### config.mk
export PLATFORM = sky130hd
export DESIGN_NAME = gb_lcd_capture
export DESIGN_NICKNAME = d
export VERILOG_FILES = /design/src/rtl/gb_lcd_capture.sv
export SDC_FILE = /design/constraint.sdc
export NUM_CORES = 1
export LEC_CHECK = 0
export CAP_MARGIN = 20
export CELL_PAD_IN_SITES_DETAIL_PLACEMENT = 1
export CELL_PAD_IN_SITES_GLOBAL_PLACEMENT = 1
export CORE_UTILIZATION = 40
export DETAILED_ROUTE_END_ITERATION = 6
export GPL_TIMING_DRIVEN = 0
export HOLD_SLACK_MARGIN = 0.1
export PLACE_DENSITY_LB_ADDON = 0.1
export SLEW_MARGIN = 20
export SYNTH_ARGS = -nofsm -noshare
export SYNTH_HDL_FRONTEND = slang
export SYNTH_SLANG_ARGS = --single-unit
export TNS_END_PERCENT = 50
### constraint.sdc
create_clock -name clk -period 3.6 [get_ports clk]
set_input_delay 0.72 -clock clk [delete_from_list [all_inputs] [get_ports clk]]
set_output_delay 0.72 -clock clk [all_outputs]
set_load 0.005 [all_outputs]
### src/rtl/gb_lcd_capture.sv
// gb_lcd_capture: Game Boy LCD bus capture. Synchronizes and deglitches the raw
// LCD bus, tracks line/column and emits one framebuffer write per accepted pixel.
// Ports: clk/reset (sync, active-high); idata/iclk/ihsync/ivsync raw async bus;
// wraddress/wdata/wren framebuffer write port; frame_start/frame_done pulses;
// locked, err_overflow (sticky) status.
module gb_lcd_capture #(
    parameter int H_PIXELS   = 160,
    parameter int V_LINES    = 144,
    parameter int FILTER_LEN = 3,
    parameter int ADDR_W     = 15
) (
    input  logic              clk,
    input  logic              reset,
    input  logic [1:0]        idata,
    input  logic              iclk,
    input  logic              ihsync,
    input  logic              ivsync,
    output logic [ADDR_W-1:0] wraddress,
    output logic [1:0]        wdata,
    output logic              wren,
    output logic              frame_start,
    output logic              frame_done,
    output logic              locked,
    output logic              err_overflow
);
    localparam int CW = $clog2(H_PIXELS + 1);
    localparam int LW = $clog2(V_LINES + 1);
    localparam int NW = $clog2(FILTER_LEN);

    localparam logic [CW-1:0] H_MAX  = CW'(H_PIXELS);
    localparam logic [LW-1:0] V_MAX  = LW'(V_LINES);
    localparam logic [LW-1:0] V_LAST = LW'(V_LINES - 1);
    localparam logic [NW-1:0] N_LAST = NW'(FILTER_LEN - 1);

    typedef enum logic {SEARCH, CAPTURE} state_t;

    // 2-FF synchronizers: {ivsync, ihsync, iclk, idata[1:0]}
    logic [4:0] sync1_q, sync2_q;
    // data delay line aligns data with the filtered iclk fall
    logic [1:0] dly_q [FILTER_LEN];

    // Filters, index 0: iclk, 1: ihsync, 2: ivsync
    logic [2:0]    raw_s;
    logic [2:0]    flt_q, flt_d;
    logic [2:0]    ev_q, ev_d;
    logic [NW-1:0] cnt_q [3];
    logic [NW-1:0] cnt_d [3];

    logic pix_ev, line_ev, frame_ev;

    state_t            state_q, state_d;
    logic [LW-1:0]     line_q, line_d;
    logic [CW-1:0]     col_q, col_d;
    logic              fcomp_q, fcomp_d;
    logic              ferr_q, ferr_d;
    logic              first_q, first_d;
    logic [ADDR_W-1:0] addr_q, addr_d;
    logic [1:0]        wdata_q, wdata_d;
    logic              wren_q, wren_d;
    logic              fs_q, fs_d;
    logic              fd_q, fd_d;
    logic              lock_q, lock_d;
    logic              err_q, err_d;
    logic              take_pix;

    assign raw_s    = sync2_q[4:2];
    assign pix_ev   = ev_q[0];
    assign line_ev  = ev_q[1];
    assign frame_ev = ev_q[2];

    always_ff @(posedge clk) begin
        if (reset) begin
            sync1_q <= '0;
            sync2_q <= '0;
            for (int i = 0; i < FILTER_LEN; i++) dly_q[i] <= '0;
        end else begin
            sync1_q  <= {ivsync, ihsync, iclk, idata};
            sync2_q  <= sync1_q;
            dly_q[0] <= sync2_q[1:0];
            for (int i = 1; i < FILTER_LEN; i++) dly_q[i] <= dly_q[i-1];
        end
    end

    // Flip only after FILTER_LEN consecutive opposite samples.
    always_comb begin
        for (int i = 0; i < 3; i++) begin
            flt_d[i] = flt_q[i];
            cnt_d[i] = '0;
            ev_d[i]  = 1'b0;
            if (raw_s[i] != flt_q[i]) begin
                if (cnt_q[i] == N_LAST) begin
                    flt_d[i] = raw_s[i];
                    // pixel clock acts on its fall, sync pulses on their rise
                    ev_d[i]  = (i == 0) ? ~raw_s[i] : raw_s[i];
                end else begin
                    cnt_d[i] = cnt_q[i] + NW'(1);
                end
            end
        end
    end

    always_ff @(posedge clk) begin
        if (reset) begin
            flt_q <= '0;
            ev_q  <= '0;
            for (int i = 0; i < 3; i++) cnt_q[i] <= '0;
        end else begin
            flt_q <= flt_d;
            ev_q  <= ev_d;
            for (int i = 0; i < 3; i++) cnt_q[i] <= cnt_d[i];
        end
    end

    always_comb begin
        state_d  = state_q;
        line_d   = line_q;
        col_d    = col_q;
        fcomp_d  = fcomp_q;
        ferr_d   = ferr_q;
        first_d  = first_q;
        addr_d   = addr_q;
        wdata_d  = wdata_q;
        wren_d   = 1'b0;
        fs_d     = 1'b0;
        fd_d     = 1'b0;
        lock_d   = lock_q;
        err_d    = err_q;
        take_pix = 1'b0;

        if (frame_ev) begin
            if (state_q == CAPTURE) begin
                fd_d = fcomp_q;
                // the frame captured right after locking is not line-checked
                if (!first_q && line_q != V_MAX) err_d = 1'b1;
                first_d = 1'b0;
            end else begin
                first_d = 1'b1;
            end
            state_d  = CAPTURE;
            lock_d   = 1'b1;
            fs_d     = 1'b1;
            line_d   = '0;
            col_d    = '0;
            fcomp_d  = 1'b0;
            ferr_d   = 1'b0;
            take_pix = pix_ev;
        end else if (state_q == CAPTURE) begin
            // a latch with no pixels (e.g. alongside vsync) is absorbed
            if (line_ev && col_q != '0) begin
                if (col_q != H_MAX) begin
                    err_d  = 1'b1;
                    ferr_d = 1'b1;
                end
                if (line_q != V_MAX) line_d = line_q + LW'(1);
                if (line_q == V_LAST && !ferr_d) fcomp_d = 1'b1;
                col_d = '0;
            end
            take_pix = pix_ev;
        end

        // a coincident pixel lands in the new line/frame
        if (take_pix) begin
            if (col_d < H_MAX && line_d < V_MAX) begin
                addr_d  = ADDR_W'(32'(line_d) * 32'(H_PIXELS) + 32'(col_d));
                wdata_d = dly_q[FILTER_LEN-1];
                wren_d  = 1'b1;
            end else begin
                err_d  = 1'b1;
                ferr_d = 1'b1;
            end
            if (col_d != H_MAX) col_d = col_d + CW'(1);
        end
    end

    always_ff @(posedge clk) begin
        if (reset) begin
            state_q <= SEARCH;
            line_q  <= '0;
            col_q   <= '0;
            fcomp_q <= 1'b0;
            ferr_q  <= 1'b0;
            first_q <= 1'b0;
            addr_q  <= '0;
            wdata_q <= '0;
            wren_q  <= 1'b0;
            fs_q    <= 1'b0;
            fd_q    <= 1'b0;
            lock_q  <= 1'b0;
            err_q   <= 1'b0;
        end else begin
            state_q <= state_d;
            line_q  <= line_d;
            col_q   <= col_d;
            fcomp_q <= fcomp_d;
            ferr_q  <= ferr_d;
            first_q <= first_d;
            addr_q  <= addr_d;
            wdata_q <= wdata_d;
            wren_q  <= wren_d;
            fs_q    <= fs_d;
            fd_q    <= fd_d;
            lock_q  <= lock_d;
            err_q   <= err_d;
        end
    end

    assign wraddress    = addr_q;
    assign wdata        = wdata_q;
    assign wren         = wren_q;
    assign frame_start  = fs_q;
    assign frame_done   = fd_q;
    assign locked       = lock_q;
    assign err_overflow = err_q;
endmodule

# After elaboration in Yosys (flattened, before gate mapping)
# Memories as Yosys holds them, arrays and structs flattened. A register that Yosys moved wholly into a read port is not among the register bits.
# Cells that the tools add are included.
# totals
reg_bits	55
ramBits	12
wordCells	120
mem_count	2
# classes
add_sub_neg	6
multipliers	1
order_cmp	2
eq_ne	10
n_mux	46
bitwise	16
n_reduce_logical	18
# memory_table
memory	depth	width	rd	rd_clocked_by_memory_dff	write_ports	line_no	text
cnt_q	3	2	3	0	3	46	logic [NW-1:0] cnt_q [3];
dly_q	3	2	3	1	3	40	logic [1:0] dly_q [FILTER_LEN];
# op_table
operator	count
$mux 8	9
$mux 1	25
$mux 2	12
$ne 8x8->1 const B	3
$add 8x1->8 const B	2
$lt 8x8->1 const B	2
$add 15x8->15	1
$reduce_or 3->1	4
$mul 8x3->10 const B	1
$not 1->1	10
$eq 8x8->1 const B	1
$reduce_and 2->1	4
$reduce_bool 8->1	1
$add 2x1->2 const B	3
$eq 2x2->1 const B	3
$or 1x1->1	6
$logic_and 1x1->1	4
$reduce_or 2->1	2
$ne 1x1->1	3
$reduce_and 3->1	1
$logic_not 1->1	2

# Longest topological paths before layout
# Gate-level depths: netlist (run 1).
# depth
word_depth	10
depth_mapped	15

# Worst setup path after synthesis (run 1)
# No wires, ideal clock.
# synth_path
kind	register to register
start	register col_q[5]
end	register addr_q[14], in the netlist wraddress[14]
setup_time_ns	0.091
arrival_time_ns	3.500
required_time_ns	3.509
slack_ns	0.009
stages_incl_launch_ff	15
cell_sequence	dfxtp_1 > buf_2 > nor4_4 > a21o_2 > o31ai_2 > a21boi_0 > nor2_1 > ha_1 > ha_1 > clkbuf_1 > or4b_2 > o2111ai_1 > nand4_1 > xnor2_1 > a311oi_1
# synth_between
elab_chain_cells	8
word_cells_on_any_way	14
# synth_rtl
element	line_no	text
start, declared	53	logic [CW-1:0] col_q, col_d;
start signal, assigned	193	col_q <= col_d;
parallel branches: the longest is 8 deep, another holds $add 15x8->15	-	
end signal, assigned	197	addr_q <= addr_d;
end, declared	57	logic [ADDR_W-1:0] addr_q, addr_d;
# Parallel ways; which one is timed is not known.
# A chain may end at the register's enable or synchronous reset.

# Final worst setup path (run 1)
# layout_path
start	register col_q[5]
end	register addr_q[14], in the netlist wraddress[14]
# layout_between
elab_chain_cells	8
word_cells_on_any_way	14
# layout_rtl
element	line_no	text
$reduce_bool 8->1 *	149	if (line_ev && col_q != '0) begin
$logic_and 1x1->1 *	149	
$mux 8 *	149	
$mux 8 *	147	end else if (state_q == CAPTURE) begin
$mux 8 *	130	if (frame_ev) begin
via line_d[3]	52	logic [LW-1:0] line_q, line_d;
parallel branches: the longest is 3 deep, another holds $add 15x8->15	-	
# Mark *: on every way through the listed nets, which the timed path passes.

==> impl_metrics.tcl, run 1 <==
set metrics [dict create \
    critical_path_arrival_ns 3.80 \
    timing_worst_slew_pin_value_ns 0.691 \
    globalRouteTotalUtil_pct 22.9 \
    first_global_vias 3023 \
    yosys-top-cells-count "sky130_fd_sc_hd__dfxtp_1 (69), sky130_fd_sc_hd__nor2_1 (34), sky130_fd_sc_hd__a21oi_1 (28), sky130_fd_sc_hd__nor2b_1 (22), sky130_fd_sc_hd__xnor2_1 (20)" \
    required_arrival_time_at_the_worst_endpoint_ns 3.87 \
    drtAntennaViolNets 0 \
    route.detailed.drc 0 \
    cts.sink_count 69 \
    tritoncts "done" \
    global_route_wire_length_before_repair_um 15300 \
    global_route.overflow_total 0 \
    power-per-cell-area_nw_per_um2 331 \
    syn-instance-count 370 \
    chipWidth_um 94.0 \
    avgSynthCellArea_um2 9.15 \
    synth_top_cell_by_area "sky130_fd_sc_hd__dfxtp_1" \
    final_hold_viol_count 0 \
    fin_nets 458 \
    ys_async_sr_fraction_pct 0 \
    gr-usage-met1_pct 29.7 \
    yosys_register_bits 69 \
    most_repeated_cell_in_the_gate_level_netlist_after_synthesis "sky130_fd_sc_hd__dfxtp_1" \
    timing.critical_path.from_type "flop" \
    floorplan.initialDensity_pct 41.2 \
    synth_largest_type_area_fraction_pct 40.8 \
    final_min_period_over_clock_period_pct 97.9 \
    number_of_antenna_violations_at_the_first_check_in_global_routing 0 \
    rrSetupSlack_ns 0.08 \
    drt_wl_total_um 9560 \
    io_pins 29 \
    critical_path_class "reg2reg" \
    synth_warnings 0 \
    sequential_element_share_of_the_synthesized_area_pct 40.8 \
    slew_viol_final 0 \
    routed_wire_length_per_instance_um 17.7 \
    fmax_mhz 284 \
    cts_root_buf "sky130_fd_sc_hd__clkbuf_8" \
    dp_hpwl_um 6190 \
    floorplan.die_area_um2 8830 \
    drive_gt1_share_pct 23.0 \
    synth.top_cells.by_area "sky130_fd_sc_hd__dfxtp_1 (41%), sky130_fd_sc_hd__ha_1 (7.0%), sky130_fd_sc_hd__xnor2_1 (5.2%)" \
    htree_levels 3 \
    placement.setup.worst_slack_ns -0.853 \
    setup_viol 0 \
    placement.cell_area_um2 3790 \
    cts.reportedPaths.clkPinSlew_ns 0.08 \
    grt_max_degree 19 \
    totalPowerFinal_mw 1.46 \
    synth_enable_flop_cells 0 \
    setup_slack_ns 0.0755 \
    syn_area_um2 3380 \
    die_h_um 94.0 \
    met2_usage_pct 37.9 \
    grtUsageMet3_pct 4.69 \
    via_count 2914 \
    vdd_ir_drop_max_mv 0.209 \
    synthFlopType "sky130_fd_sc_hd__dfxtp_1" \
    cts_made_buffers 9 \
    crit_fanout 4 \
    clock_skew_ns 0.00820 \
    areaGrowthSynthToFinish_pct 30.2 \
    first_pass_iters 4 \
    floorplan.core_area_um2 8220 \
    power_leakage_nw 1.62 \
    core.rowCount 33 \
    setup_total_negative_slack_ns 0 \
    syn_nets 398 \
    antenna-diode-count 0 \
    yosys.cell_types.count 52 \
    port-buffer-count 27 \
    timing.slew.headroom_pct 54.0 \
    postLayoutCellArea_um2 4410 \
    run_status "complete, no violations" \
    fin_crit_ns 3.52 \
    endpoint_kind "flop" \
    post_cts_hold_buffer_count 0 \
    clk_latency_ns 0.36 \
    postLayoutCoreUtil_pct 53.6 \
    grt.busiest_layer "met2" \
    classification_of_the_worst_slack_hold_path "reg2reg" \
    gp_congestion 0.748 \
    cts_max_path_buffers 2 \
    timing.max_cap.violations 0 \
    detailed_route_vias_per_instance 5.40 \
    first_iteration_detailed_routing_drc_count 78 \
]
cells by family after synthesis:
| logic type | after synthesis | share of synthesized area [%] |
|---|---|---|
| xor gates and xnor gates | 28 | 7.47 |
| AOI/OAI and AO/OA | 77 | 14.9 |
| adders and majority gates | 21 | 8.21 |
| muxes | 6 | 1.89 |
| buffers and inverters | 32 | 4.07 |
| and+or+nand+nor | 137 | 22.7 |
| DFF | 69 | 40.8 |
worst paths after layout:
check / startpoint / end / cells past startpoint
setup / recovery: col_q[5] / wraddress[14] / 15
hold / removal: cnt_q[0][0] / cnt_q[0][0] / 1
setup reg to reg: col_q[5] / wraddress[14] / 15
hold reg to reg: cnt_q[0][0] / cnt_q[0][0] / 1
layout make-up:
class	count	area (um^2)
plain buffers	17	88.8
clock inverters	7	73.8
clock buffers	9	124
repair buffers	51	450
fillers	948	3810
inverters	13	48.8
well taps	105	131
multi-input cells	269	2100
flip-flops and latches	69	1390
placed cells by master, fill, tap and decap left out, types with 6 or more instances in the layout:
cell type                         count
sky130_fd_sc_hd__clkbuf_1             8
sky130_fd_sc_hd__a311oi_1             6
sky130_fd_sc_hd__buf_4               27
sky130_fd_sc_hd__dfxtp_1             61
sky130_fd_sc_hd__nand2_1             12
sky130_fd_sc_hd__nand3_1             13
sky130_fd_sc_hd__nor2b_1             22
sky130_fd_sc_hd__dfxtp_2              8
sky130_fd_sc_hd__clkdlybuf4s50_1     27
sky130_fd_sc_hd__nor2_1              31
sky130_fd_sc_hd__nor3_1              12
sky130_fd_sc_hd__ha_1                13
sky130_fd_sc_hd__xnor2_1             20
sky130_fd_sc_hd__nand4_1              9
sky130_fd_sc_hd__a21oi_1             25
sky130_fd_sc_hd__inv_1               13
sky130_fd_sc_hd__clkbuf_8             9
sky130_fd_sc_hd__o21ai_0             16
per-layer routing:
metal,wire length (um),part of all wire [%],vias to the layer above
li1,-,-,1432
met1,4630,48,1418
met2,4470,47,46
met3,276,2.9,18
met4,176,1.8,0
met5,0,0,-
sequential cells by signal, indices dropped and copies added, names as in the netlist, 5 cells and up:
register,cells
cnt_q,6
col_q,8
dly_q,6
line_q,8
sync1_q,5
sync2_q,5
wraddress,15
report_power, final:
group,internal [mW],switching (mW)
Sequential,0.770,0.00257
Combinational,0.0133,0.0185
Clock,0.323,0.331
stage by stage:
step	std cells	hold WS, ns
2_1_floorplan	370	0.391
3_3_place_gp	502	0.399
3_5_place_dp	502	0.406
4_1_cts	528	0.418
5_1_grt	540	0.427
6_report	540	0.413
critical path, stage by stage (launching register included):
cell,delay (ns)
sky130_fd_sc_hd__dfxtp_1,0.31
sky130_fd_sc_hd__buf_6,0.12
sky130_fd_sc_hd__nor4_4,0.29
sky130_fd_sc_hd__buf_4,0.17
sky130_fd_sc_hd__a21oi_4,0.07
sky130_fd_sc_hd__nand4_1,0.13
sky130_fd_sc_hd__mux2i_2,0.32
sky130_fd_sc_hd__nor2_2,0.11
sky130_fd_sc_hd__ha_4,0.27
sky130_fd_sc_hd__ha_4,0.17
sky130_fd_sc_hd__fa_2,0.56
sky130_fd_sc_hd__nand2_2,0.08
sky130_fd_sc_hd__nor3b_4,0.25
sky130_fd_sc_hd__nand4_1,0.18
sky130_fd_sc_hd__xnor2_1,0.16
sky130_fd_sc_hd__a311oi_1,0.24
what timing repair did:
item | 4_1_cts | 5_1_grt
endpoints found under the setup margin | 6 | 4
pin swaps | 14 | 17
buffers inserted | 12 | 12
gates resized for setup | 37 | 20
No activity file was read; power rests on OpenSTA's default activity.
==> inputs of run 2 (changes only) <==
--- a/config.mk
+++ b/config.mk
@@ -13,6 +13,7 @@
 export GPL_TIMING_DRIVEN = 0
 export HOLD_SLACK_MARGIN = 0.1
 export PLACE_DENSITY_LB_ADDON = 0.1
+export REMOVE_ABC_BUFFERS = 1
 export SLEW_MARGIN = 20
 export SYNTH_ARGS = -nofsm -noshare
 export SYNTH_HDL_FRONTEND = slang
==> run 2 against run 1 <==
  * Hold slack lost 0.0014 ns
  * Die area is the same
  * Global-route usage shrank 3.5 points
  * Sequential power is essentially flat
  * Register-to-register slack got worse by 0.03 ns
  * Design area is 0.40% lower
  * Critical path depth did not move
  * Non-clock buffer count is 13 lower
  * Largest cell class unchanged
  * Highest routed layer unchanged
==> impl_metrics.tcl, run 2 (synthesized netlist as in run 1, its figures left out) <==
set metrics [dict create \
    number_of_antenna_violations_at_the_first_check_in_global_routing 0 \
    placement.cell_area_um2 3720 \
    global_route_wire_length_before_repair_um 13200 \
    grt.busiest_layer "met2" \
    port-buffer-count 28 \
    chipWidth_um 94.0 \
    vdd_ir_drop_max_mv 0.230 \
    post_cts_hold_buffer_count 0 \
    detailed_route_vias_per_instance 5.48 \
    floorplan.die_area_um2 8830 \
    gp_congestion 0.768 \
    p_clk_share_pct 44.6 \
    tritoncts "done" \
    timing.slew.headroom_pct 30.0 \
    timing.critical_path.from_type "flop" \
    critPathMostFrequentCell "sky130_fd_sc_hd__buf_4" \
    fin_nets 445 \
    via_count 2886 \
    cts_made_buffers 9 \
    dp_hpwl_um 5310 \
    fill_cells 952 \
    grt_max_degree 42 \
    instances_no_fill 527 \
    dp_cells 485 \
    layout_common_cells "sky130_fd_sc_hd__dfxtp_1 (57), sky130_fd_sc_hd__nor2_1 (30), sky130_fd_sc_hd__clkdlybuf4s50_1 (27)" \
    switchingPower_uw 338 \
    share_comb_of_total_power_pct 2.0 \
    floorplan.core_area_um2 8220 \
    critical_path_arrival_ns 3.82 \
    netSwitchingFraction_pct 23.4 \
    floorplan.initialDensity_pct 41.2 \
    internal_power_of_the_cells_mw 1.10 \
    final_min_period_over_clock_period_pct 98.7 \
    postLayoutCoreUtil_pct 53.4 \
    layout_commonest_cell "sky130_fd_sc_hd__dfxtp_1" \
    route.detailed.drc 0 \
    setup_viol 0 \
    drtAntennaViolNets 0 \
    power_leakage_nw 1.60 \
    power.sequential.fraction_pct 53.4 \
    antenna-diode-count 0 \
    clock_skew_ns 0.0109 \
    globalRouteTotalUtil_pct 19.4 \
    required_arrival_time_at_the_worst_endpoint_ns 3.87 \
    die_h_um 94.0 \
    htree_levels 3 \
    clk_latency_ns 0.35 \
    grt_setup_unrepaired "true" \
    timing.critical_path.slowest_stage_cell "sky130_fd_sc_hd__or4b_2" \
    crit_fanout 5 \
    io_pins 29 \
    first_pass_iters 6 \
    routed_wire_length_per_instance_um 16.1 \
    run_status "complete, no violations" \
    timing_worst_slew_pin_value_ns 1.05 \
    areaGrowthSynthToFinish_pct 29.7 \
    met2_usage_pct 34.9 \
    setup_slack_ns 0.0484 \
    first_global_vias 2755 \
    crit_path_max_cell_delay_ns 0.64 \
    slew_viol_final 0 \
    first_iteration_detailed_routing_drc_count 53 \
    endpoint_kind "flop" \
    core.rowCount 33 \
    postLayoutCellArea_um2 4390 \
    gr-usage-met1_pct 22.9 \
    timing.max_cap.violations 0 \
    r2r.worst_path.cells 15 \
    cts_max_path_buffers 2 \
    cts_root_buf "sky130_fd_sc_hd__clkbuf_8" \
    largest_register_ffs 15 \
    placement.setup.worst_slack_ns -0.764 \
    fmax_mhz 282 \
    finalHoldWorstSlack_ns 0.411 \
    critical_path_class "reg2reg" \
    power-per-cell-area_nw_per_um2 328 \
    cts.reportedPaths.clkPinSlew_ns 0.08 \
    drt_wl_total_um 8510 \
    min_delay_path_depth 1 \
    classification_of_the_worst_slack_hold_path "reg2reg" \
    fin_crit_ns 3.55 \
    global_route.overflow_total 0 \
    final_hold_viol_count 0 \
    grtUsageMet3_pct 4.37 \
    crit_chain "nor4_4 -> buf_4 -> a21oi_4 -> nand4_1 -> mux2i_2 -> buf_4 -> buf_4 -> nor3_1 -> ha_4 -> o21ai_0 -> or4b_2 -> o2111ai_2 -> nand4_1 -> xnor2_1 -> a311oi_1" \
    drive_gt1_share_pct 23.5 \
    cts.sink_count 69 \
]
## run 2: cell types whose count changed in the layout (fill, tap and decap cells not counted), sizes merged
cell    delta
buf        -4
clkbuf     -9
## run 2: layout make-up
type	instances	area [um^2]	share of cell area, %
clock buffers	9	124	2.82
repair buffers	55	503	11.5
well taps	105	131	2.99
inverters	13	48.8	1.11
clock inverters	7	73.8	1.68
multi-input cells	269	2100	47.9
flip-flops and latches	69	1410	32.0
## run 2: power by group through the flow
stage	registers [mW]	logic, mW	clock network (mW)
6_report	0.770	0.0286	0.643
4_1_cts	0.772	0.0294	0.668
3_3_place_gp	0.790	0.0267	0
5_1_grt	0.771	0.0319	0.694
3_5_place_dp	0.791	0.0292	0
2_1_floorplan	0.790	0.00861	0
## run 2: final timing paths
path,from,end,slack (ns)
max,col_q[1],wraddress[14],0.05
max reg2reg,col_q[1],wraddress[14],0.05
min,cnt_q[0][2],cnt_q[0][2],0.41
min reg2reg,cnt_q[0][2],cnt_q[0][2],0.41
## run 2: metrics by stage
step / TNS, ns / power, mW
global placement: -2.78 / 0.817
CTS: 0 / 1.47
finish: 0 / 1.44
detailed placement: -3.19 / 0.820
global route: -0.135 / 1.50
floorplan: -0.0128 / 0.798
## run 2: repair_timing
item,CTS,global route
pin swaps,10,26
endpoints found under the setup margin,6,5
gates resized for setup,33,25
endpoints found under the hold margin,0,0
setup buffers,12,14
## run 2: worst max-delay path: cells and delay by family, from the launching register on
| kind | cells | cell delay [ns] |
|---|---|---|
| mux | 1 | 0.30 |
| xor+xnor | 1 | 0.14 |
| fa+ha+maj | 1 | 0.35 |
| flops | 1 | 0.37 |
| buf+inv | 3 | 0.46 |
| compound gates | 4 | 0.54 |
| simple gates | 5 | 1.30 |
## run 2: routing by layer
metal / wire length (um) / vias up / share of wire [%]
met2: 4520 / 44 / 53
met1: 3630 / 1423 / 43
met3: 233 / 11 / 2.7
li1: - / 1408 / -
met5: 0 / - / 0
met4: 122 / 0 / 1.4
==> inputs of run 3 (changes only) <==
--- a/config.mk
+++ b/config.mk
@@ -14,7 +14,6 @@
 export HOLD_SLACK_MARGIN = 0.1
 export PLACE_DENSITY_LB_ADDON = 0.1
 export REMOVE_ABC_BUFFERS = 1
-export SLEW_MARGIN = 20
 export SYNTH_ARGS = -nofsm -noshare
 export SYNTH_HDL_FRONTEND = slang
 export SYNTH_SLANG_ARGS = --single-unit
==> run 3 against run 2 <==
  * Combinational power hardly changed
  * Via count fell by 0.17%
  * Largest cell class unchanged
  * Critical path depth stayed put
  * Final cell count up 0.19%
  * Critical path type unchanged
  * Clock power is 11% higher
  * Utilization is 0.58 points lower
  * Register-to-register slack got worse by 0.04 ns
  * First-iteration DRC count up 47%
  * Sequential power about the same
  * Critical endpoint unchanged
==> impl_metrics.tcl, run 3 (synthesized netlist as in run 1, its figures left out) <==
set metrics [dict create \
    run_status "complete, no violations" \
    routed_wire_length_per_instance_um 15.4 \
    grt_setup_unrepaired "true" \
    core.rowCount 33 \
    required_arrival_time_at_the_worst_endpoint_ns 3.86 \
    post_cts_hold_buffer_count 0 \
    crit_path_max_cell_delay_ns 0.44 \
    htree_levels 3 \
    dp_cells 486 \
    timing.critical_path.from_type "flop" \
    endpoint_kind "flop" \
    cts.reportedPaths.clkPinSlew_ns 0.08 \
    gp_congestion 0.768 \
    timing.critical_path.slowest_stage_cell "sky130_fd_sc_hd__nor4_4" \
    port-buffer-count 28 \
    crit_chain "nor4_4 -> a21oi_4 -> nand4_1 -> mux2i_2 -> nor2_2 -> ha_1 -> ha_2 -> fa_2 -> a21o_1 -> buf_4 -> nand4_1 -> and4b_1 -> xnor2_2 -> xnor2_1 -> a311oi_1" \
    drtAntennaViolNets 0 \
    layout_common_cells "sky130_fd_sc_hd__dfxtp_1 (60), sky130_fd_sc_hd__nor2_1 (31), sky130_fd_sc_hd__clkdlybuf4s50_1 (27), sky130_fd_sc_hd__buf_4 (27), sky130_fd_sc_hd__a21oi_1 (25)" \
    drive_gt1_share_pct 22.2 \
    global_route_wire_length_before_repair_um 13000 \
    critical_path_class "reg2reg" \
    cts.sink_count 69 \
    totalPowerFinal_mw 1.51 \
    cts_max_path_buffers 2 \
    drt_wl_total_um 8120 \
    timing.critical_path.max_delay_family "simple AND/OR/NAND/NOR gates" \
    antenna-diode-count 0 \
    cts_made_buffers 9 \
    grt_max_degree 43 \
    route.detailed.drc 0 \
    globalRouteTotalUtil_pct 19.2 \
    clk_latency_ns 0.35 \
    areaGrowthSynthToFinish_pct 28.3 \
    io_pins 29 \
    layout_commonest_cell "sky130_fd_sc_hd__dfxtp_1" \
    dp_hpwl_um 5350 \
    fin_nets 446 \
    final_min_period_over_clock_period_pct 99.8 \
    first_global_vias 2826 \
    via_count 2881 \
    critPathMostFrequentCell "sky130_fd_sc_hd__nand4_1" \
    setup_viol 0 \
    die_h_um 94.0 \
    cts_root_buf "sky130_fd_sc_hd__clkbuf_8" \
    first_pass_iters 6 \
    clock_skew_ns 0.0123 \
    classification_of_the_worst_slack_hold_path "reg2reg" \
    floorplan.die_area_um2 8830 \
    first_iteration_detailed_routing_drc_count 78 \
    global_route.overflow_total 0 \
    timing.slew.headroom_pct 31.5 \
    chipWidth_um 94.0 \
    slew_viol_final 0 \
    largest_register_ffs 15 \
    power_leakage_nw 1.60 \
    fin_crit_ns 3.59 \
    vdd_ir_drop_max_mv 0.207 \
    instances_no_fill 528 \
    tritoncts "done" \
    cp.buffers_inverters 1 \
    floorplan.core_area_um2 8220 \
    critical_path_arrival_ns 3.86 \
    fill_cells 958 \
    timing_worst_slew_pin_value_ns 1.03 \
    power-per-cell-area_nw_per_um2 348 \
    fmax_mhz 278 \
    crit_fanout 5 \
    detailed_route_vias_per_instance 5.46 \
    floorplan.initialDensity_pct 41.2 \
    number_of_antenna_violations_at_the_first_check_in_global_routing 0 \
    postLayoutCoreUtil_pct 52.9 \
    final_hold_viol_count 0 \
    timing.max_cap.violations 0 \
]
==> run 3: cell count changes in the layout (fill, tap and decap cells not counted), sizes merged <==
cell      before  now
clkbuf         9   10
bufinv         1    2
clkinvlp       1    0
clkinv         3    2
buf           28   29
==> run 3: metal layers <==
metal | GRT usage [%] | up-vias | wire length (um)
li1 | - | 1415 | -
met1 | 21.8 | 1427 | 3520
met2 | 35.4 | 32 | 4340
met3 | 4.13 | 7 | 182
met4 | 6.41 | 0 | 81
met5 | 0 | - | 0
==> run 3: worst paths after layout <==
| check | start | cells after the start | end | slack, ns |
|---|---|---|---|---|
| worst min register to register | cnt_q[0][2] | 1 | cnt_q[0][2] | 0.41 |
| worst min-delay path | cnt_q[0][2] | 1 | cnt_q[0][2] | 0.41 |
| worst max register to register | col_q[1] | 15 | wraddress[14] | 0.007 |
| worst max-delay path | col_q[1] | 15 | wraddress[14] | 0.007 |
==> run 3: what timing repair did <==
action,4_1_cts,5_1_grt
gates resized for setup,30,19
setup endpoints to repair,6,5
pin swaps,14,21
cloned,0,0
buffers inserted,17,9
==> run 3: area by class of cell <==
type / count / area, um^2 / share of cell area [%]
Multi-Input combinational cell: 269 / 2040 / 47.0
Sequential cell: 69 / 1400 / 32.2
Timing Repair Buffer: 56 / 498 / 11.5
Tap cell: 105 / 131 / 3.03
Clock buffer: 10 / 128 / 2.94
Clock inverter: 6 / 95.1 / 2.19
Inverter: 13 / 48.8 / 1.12
==> run 3: stage by stage <==
stage	instance area [um^2]	worst slack, ns	TNS (ns)	hold slack (ns)
global route	4340	-0.164	-0.426	0.426
global placement	3710	-0.701	-2.78	0.399
CTS	4200	0.00282	0	0.418
floorplan	3300	-0.0128	-0.0128	0.391
finish	4340	0.00690	0	0.412
detailed placement	3730	-0.729	-3.01	0.405
==> run 3: where the power goes <==
part           internal (mW)  total [mW]  switching, mW
combinational         0.0133      0.0287         0.0153
sequential             0.768       0.770        0.00264
clock                  0.398       0.713          0.316
==> run 3: worst reg2reg max path: stages (launching register included) <==
cell and delay (ns):
sky130_fd_sc_hd__dfxtp_4 0.37, sky130_fd_sc_hd__nor4_4 0.44, sky130_fd_sc_hd__a21oi_4 0.13, sky130_fd_sc_hd__nand4_1 0.15, sky130_fd_sc_hd__mux2i_2 0.30, sky130_fd_sc_hd__nor2_2 0.08
sky130_fd_sc_hd__ha_1 0.34, sky130_fd_sc_hd__ha_2 0.21, sky130_fd_sc_hd__fa_2 0.36, sky130_fd_sc_hd__a21o_1 0.22, sky130_fd_sc_hd__buf_4 0.14, sky130_fd_sc_hd__nand4_1 0.08
sky130_fd_sc_hd__and4b_1 0.23, sky130_fd_sc_hd__xnor2_2 0.13, sky130_fd_sc_hd__xnor2_1 0.09, sky130_fd_sc_hd__a311oi_1 0.23
